[src/rtl/cr_kme_pkg.sv]
// Shared KME package.
// Holds the default payload width and skid depth used by the stall-flow TX
// adapter, plus a small helper for the skid occupancy update.
package cr_kme_pkg;

  localparam int unsigned CR_KME_DATA_W        = 256;
  localparam int unsigned CR_KME_TX_SKID_DEPTH = 2;

  // Skid buffer occupancy values (count is 0..2).
  typedef enum logic [1:0] {
    SKID_EMPTY = 2'd0,
    SKID_ONE   = 2'd1,
    SKID_FULL  = 2'd2
  } skid_cnt_e;

  // Occupancy after one cycle. Push and pop together leave it unchanged.
  function automatic logic [1:0] skid_count_next(input logic [1:0] cnt,
                                                 input logic       push,
                                                 input logic       pop);
    logic [1:0] nxt;
    nxt = cnt;
    if (push && !pop) nxt = cnt + 2'd1;
    if (pop && !push) nxt = cnt - 2'd1;
    return nxt;
  endfunction

endpackage

[src/rtl/cr_kme_stall_tx_skid.sv]
// 2-entry skid buffer for the KME stall-flow TX adapter.
// Ports:
//   clk, rst_n   - clock, asynchronous active-low reset
//   push         - write push_data into the tail entry
//   push_data    - payload to store
//   pop          - retire the head entry
//   head_data    - payload at the head (valid while count != 0)
//   count        - occupancy, 0..2
// The caller guarantees no push when full and no pop when empty.
module cr_kme_stall_tx_skid
  import cr_kme_pkg::*;
#(
  parameter int unsigned DATA_W     = CR_KME_DATA_W,
  parameter int unsigned SKID_DEPTH = CR_KME_TX_SKID_DEPTH
) (
  input  logic              clk,
  input  logic              rst_n,
  input  logic              push,
  input  logic [DATA_W-1:0] push_data,
  input  logic              pop,
  output logic [DATA_W-1:0] head_data,
  output logic [1:0]        count
);

  logic [DATA_W-1:0] mem [SKID_DEPTH];
  logic              wr_ptr;
  logic              rd_ptr;

  // Storage is not reset: a word is only ever read after it was written,
  // and reset clears count, so stale contents can never reach the output.
  always_ff @(posedge clk) begin
    if (push) mem[wr_ptr] <= push_data;
  end

  always_ff @(posedge clk or negedge rst_n) begin
    if (!rst_n) begin
      wr_ptr <= 1'b0;
      rd_ptr <= 1'b0;
      count  <= SKID_EMPTY;
    end else begin
      if (push) wr_ptr <= ~wr_ptr;
      if (pop)  rd_ptr <= ~rd_ptr;
      count <= skid_count_next(count, push, pop);
    end
  end

  assign head_data = mem[rd_ptr];

endmodule

[src/rtl/cr_kme_stall_tx.sv]
// Transmit-side adapter feeding a stall-flow-controlled KME FIFO input from
// a valid/ready source. The downstream stall is registered (stall_q) to cut
// the combinational stall path, a 2-entry skid buffer absorbs the resulting
// stall latency, and the FIFO-side outputs are fully registered.
// Ports:
//   clk, rst_n        - clock, asynchronous active-low reset
//   in_data/in_valid  - upstream payload and word-present
//   in_ready          - accepts in_data this cycle (decoded from state only)
//   fifo_in           - payload to downstream FIFO
//   fifo_in_valid     - write strobe to downstream FIFO
//   fifo_in_stall     - downstream requests no further writes
//   idle              - buffer empty and no output word pending
// Optional macro CR_KME_STALL_TX_STATS_EN adds:
//   stat_words_sent   - cycles with fifo_in_valid=1 (wraps)
//   stat_stall_cycles - cycles with stall_q=1 and buffer non-empty (wraps)
module cr_kme_stall_tx
  import cr_kme_pkg::*;
#(
  parameter int unsigned DATA_W     = CR_KME_DATA_W,
  parameter int unsigned SKID_DEPTH = CR_KME_TX_SKID_DEPTH
) (
  input  logic              clk,
  input  logic              rst_n,
  input  logic [DATA_W-1:0] in_data,
  input  logic              in_valid,
  output logic              in_ready,
  output logic [DATA_W-1:0] fifo_in,
  output logic              fifo_in_valid,
  input  logic              fifo_in_stall,
  output logic              idle
`ifdef CR_KME_STALL_TX_STATS_EN
  ,
  output logic [31:0]       stat_words_sent,
  output logic [31:0]       stat_stall_cycles
`endif
);

  logic              stall_q;
  logic              push;
  logic              pop;
  logic [1:0]        count;
  logic [DATA_W-1:0] head_data;

  cr_kme_stall_tx_skid #(
    .DATA_W     (DATA_W),
    .SKID_DEPTH (SKID_DEPTH)
  ) u_skid (
    .clk       (clk),
    .rst_n     (rst_n),
    .push      (push),
    .push_data (in_data),
    .pop       (pop),
    .head_data (head_data),
    .count     (count)
  );

  assign in_ready = (count != SKID_FULL);
  assign push     = in_valid & in_ready;
  // Pop uses the registered stall, so up to two writes land after the
  // downstream raises stall; the downstream reserves that headroom.
  assign pop      = (count != SKID_EMPTY) & ~stall_q;
  assign idle     = (count == SKID_EMPTY) & ~fifo_in_valid;

  always_ff @(posedge clk or negedge rst_n) begin
    if (!rst_n) begin
      stall_q       <= 1'b0;
      fifo_in_valid <= 1'b0;
      fifo_in       <= '0;
    end else begin
      stall_q       <= fifo_in_stall;
      fifo_in_valid <= pop;
      if (pop) fifo_in <= head_data;
    end
  end

`ifdef CR_KME_STALL_TX_STATS_EN
  always_ff @(posedge clk or negedge rst_n) begin
    if (!rst_n) begin
      stat_words_sent   <= '0;
      stat_stall_cycles <= '0;
    end else begin
      if (fifo_in_valid)                      stat_words_sent   <= stat_words_sent + 32'd1;
      if (stall_q && (count != SKID_EMPTY))   stat_stall_cycles <= stat_stall_cycles + 32'd1;
    end
  end
`endif

endmodule

[config.mk]
export PLATFORM = sky130hd
export DESIGN_NAME = cr_kme_stall_tx
export DESIGN_NICKNAME = d
export VERILOG_FILES = /design/src/rtl/cr_kme_pkg.sv /design/src/rtl/cr_kme_stall_tx_skid.sv /design/src/rtl/cr_kme_stall_tx.sv
export SDC_FILE = /design/constraint.sdc
export NUM_CORES = 1
export LEC_CHECK = 0
export BUFFER_PORTS_ARGS = -buffer_cell sky130_fd_sc_hd__buf_2
export CAP_MARGIN = 20
export CORE_ASPECT_RATIO = 2
export CORE_UTILIZATION = 40
export CTS_CLUSTER_SIZE = 8
export DETAILED_ROUTE_END_ITERATION = 10
export SETUP_SLACK_MARGIN = 0.02
export SLEW_MARGIN = 20
export SYNTH_ARGS = -nofsm -noshare
export SYNTH_HDL_FRONTEND = slang
export SYNTH_SLANG_ARGS = --single-unit
[constraint.sdc]
create_clock -name clk -period 17.2 [get_ports clk]
set_input_delay 0 -clock clk [delete_from_list [all_inputs] [get_ports clk]]
set_output_delay 0 -clock clk [all_outputs]
set_load 0.1 [all_outputs]
==> run summary <==
Status = completed
Cell count after synthesis = 1641
Multi-input logic area = 0.004921 sq mm
Overall Global Routing Usage = 0.1892
Routed vias = 16543
Crit path max fanout = 61
Hold-fix buffers, CTS = 309
Fin. max-slew vios = 0
Clock transition at path regs = 50 ps
Seq/Total Area, Yosys = 0.7994
Area of the mapped netlist = 0.02743 sq mm
RSZ-0062 raised after global routing = false
MaxCap Viol Count = 0
CTS buffer count = 107
Syn_nets = 1902
Layout cell share with drive strength beyond 1 = 0.2520
Crit path cell chain = nand2b_1 > nand2_1 > nor2_4 > buf_4 > buf_4
Worst Clk Skew = 25.49 ps
Most Crowded Layer GR = met2
Relative slew margins = 0.2541
Cell mode on critical path = buf_4
Fill count = 5434
DR DRC count = 0
Initial core utilization = 0.4050
Clock sinks = 774
Vias in the first global route = 18073
Clock tree buffer depth = 3
Antenna violations before repair = 20
Largest net degree at the start of global routing = 232
Critical Path Sink Type = flip-flop
Maximum clock rate = 272.8 MHz
# port buffers = 518
First-pass GRT wire length = 101000 microns
Crit path time final = 3666 ps
CORE AREA = 0.06773 sq mm
Slowest stage cell on the critical path = nor2_4
Hold Vio Cnt, Final = 0
Sequential cell area = 0.02193 sq mm
Syn. warnings = 0
DRT antenna net count = 0
Final period utilization = 0.2132
GPL Wtd Cong = 0.7858
Worst skew pair latency = 690 ps
H-tree levels = 3
Type of the worst setup path = flip-flop to flip-flop
First DRT Iteration DRCs = 782
Nets = 2770
Die area = 0.06970 sq mm
Setup TNS = 0 ps
Seq cells post-synth = 774
Yosys cell types = 20
M1 GR Usage = 0.2111
Hold WC Path Type = input port to async pin
Data arrival, critical path = 3960 ps
GR Util met2 = 0.3263
IO Count = 519
Placement Rows = 135
Post-synthesis area per instance = 16.72 sq um
DR pass1 iterations = 5
Cts repair resizes = 0
Die height = 372.4 microns
CTS root buffer = clkbuf_16
Vias per Instance = 4.725
Setup-failing EPs final = 0
CTS tree = done
Slew @ Worst Pin = 1119 ps
Die outline width = 187.2 microns
Post-DP HPWL = 39000 microns
Setup Buffers After CTS = 0
Worst setup SP type = flip-flop
Overflow after GRT = 0
CP required = 17490 ps
Met3 Use GR = 0.05772
Routed WL = 66040 microns
WL/cell = 18.86 microns
Worst path max stage delay = 840 ps
Syn-to-layout area delta = 35.05%
-- metal layers --
layer  up-vias  part of all wire
li1       7759                 -
met1      8019              0.38
met2       595              0.51
met3       154             0.069
met4        16             0.038
met5         -            0.0014
-- cell type report --
class | instances | share of cell area
multi-input combinational | 781 | 0.1328
antenna | 12 | 0.0008105
clock inverter | 6 | 0.003377
timing repair buffer | 844 | 0.1587
tap | 890 | 0.03006
clock buffer | 193 | 0.08210
sequential | 774 | 0.5920
inverter | 1 | 0.0001013
-- sequential cells by signal, indices dropped and copies added, names as in the netlist --
signal and count:
fifo_in 256, u_skid.wr_ptr 1, u_skid.rd_ptr 1, u_skid.count 2, u_skid.mem 512, stall_q 1, fifo_in_valid 1
-- critical path, delay by kind of cell (launching register included) --
family | cells | cell delay [ps]
buf+inv | 2 | 1430
flops | 1 | 470
simple gates | 3 | 1200
-- final timing paths --
check	start	endpoint	slack [ps]	depth (start not counted)
worst max-delay path	u_skid.count[0]	u_skid.mem[0][69]	13530	5
worst min-delay path	rst_n	fifo_in[106]	40	2
worst max register to register	u_skid.count[0]	u_skid.mem[0][69]	13530	5
worst min register to register	fifo_in[24]	fifo_in[24]	470	2
max in group asynchronous	rst_n	fifo_in[251]	15160	4
min in group clk	in_data[189]	u_skid.mem[1][189]	50	2
-- synthesized netlist by cell type --
master    count  area share
and3_1        1     0.00023
buf_2        27      0.0049
buf_4         6      0.0016
buf_6        27       0.011
clkbuf_1     15      0.0021
clkbuf_2     10      0.0018
dfrtp_1     262        0.24
edfxtp_1    512        0.56
ha_1          1     0.00046
inv_1         1     0.00014
mux2i_1     256       0.093
nand2_1     257       0.035
nand2b_1      1     0.00023
nor2_1        2     0.00027
nor3_1        1     0.00018
o21ai_0     183       0.033
o21ai_1      73       0.013
o21bai_4      1     0.00068
xnor2_1       4      0.0013
xor2_1        1     0.00032
-- placed cells by master (no fill, tap or decap), drive strengths merged --
master       synthesis  layout
o21ai              256     256
xor2                 1       1
dfrtp              262     262
clkinv               0       4
and3                 1       1
o21bai               1       1
xnor2                4       4
dlygate4sd3          0     309
mux2i              256     256
nand2b               1       1
inv                  1       3
buf                 60     535
nand2              257     257
clkbuf              25     193
edfxtp             512     512
nor2                 2       2
nor3                 1       1
ha                   1       1
diode                0      12
-- cell families after synthesis --
logic type | after synthesis | share of synthesized area
adder cells (fa/ha/maj) | 1 | 0.0004560
multiplexers | 256 | 0.09341
AO/OA/AOI/OAI | 257 | 0.04739
buffers and inverters | 86 | 0.02166
AND/OR/NAND/NOR | 262 | 0.03608
flip-flops | 774 | 0.7994
XOR/XNOR | 5 | 0.001596
-- stage by stage --
stage                     cell area (sq um)  hold WS (ps)  setup slack (ps)  std cells  utilization
final                                 37050         43.17             13530       3501       0.5470
after global routing                  37040         16.17             13290       3498       0.5469
after floorplan                       27430        -295.6              4126       1641            -
after global placement                30730         116.2             13550       2980       0.4537
after CTS                             36990        0.3415             13440       3488       0.5462
after detailed placement              30730         124.0             13450       2980       0.4537
Power is not shown: default switching activity piles up to over one toggle a cycle in this logic, so the estimate is an artifact.
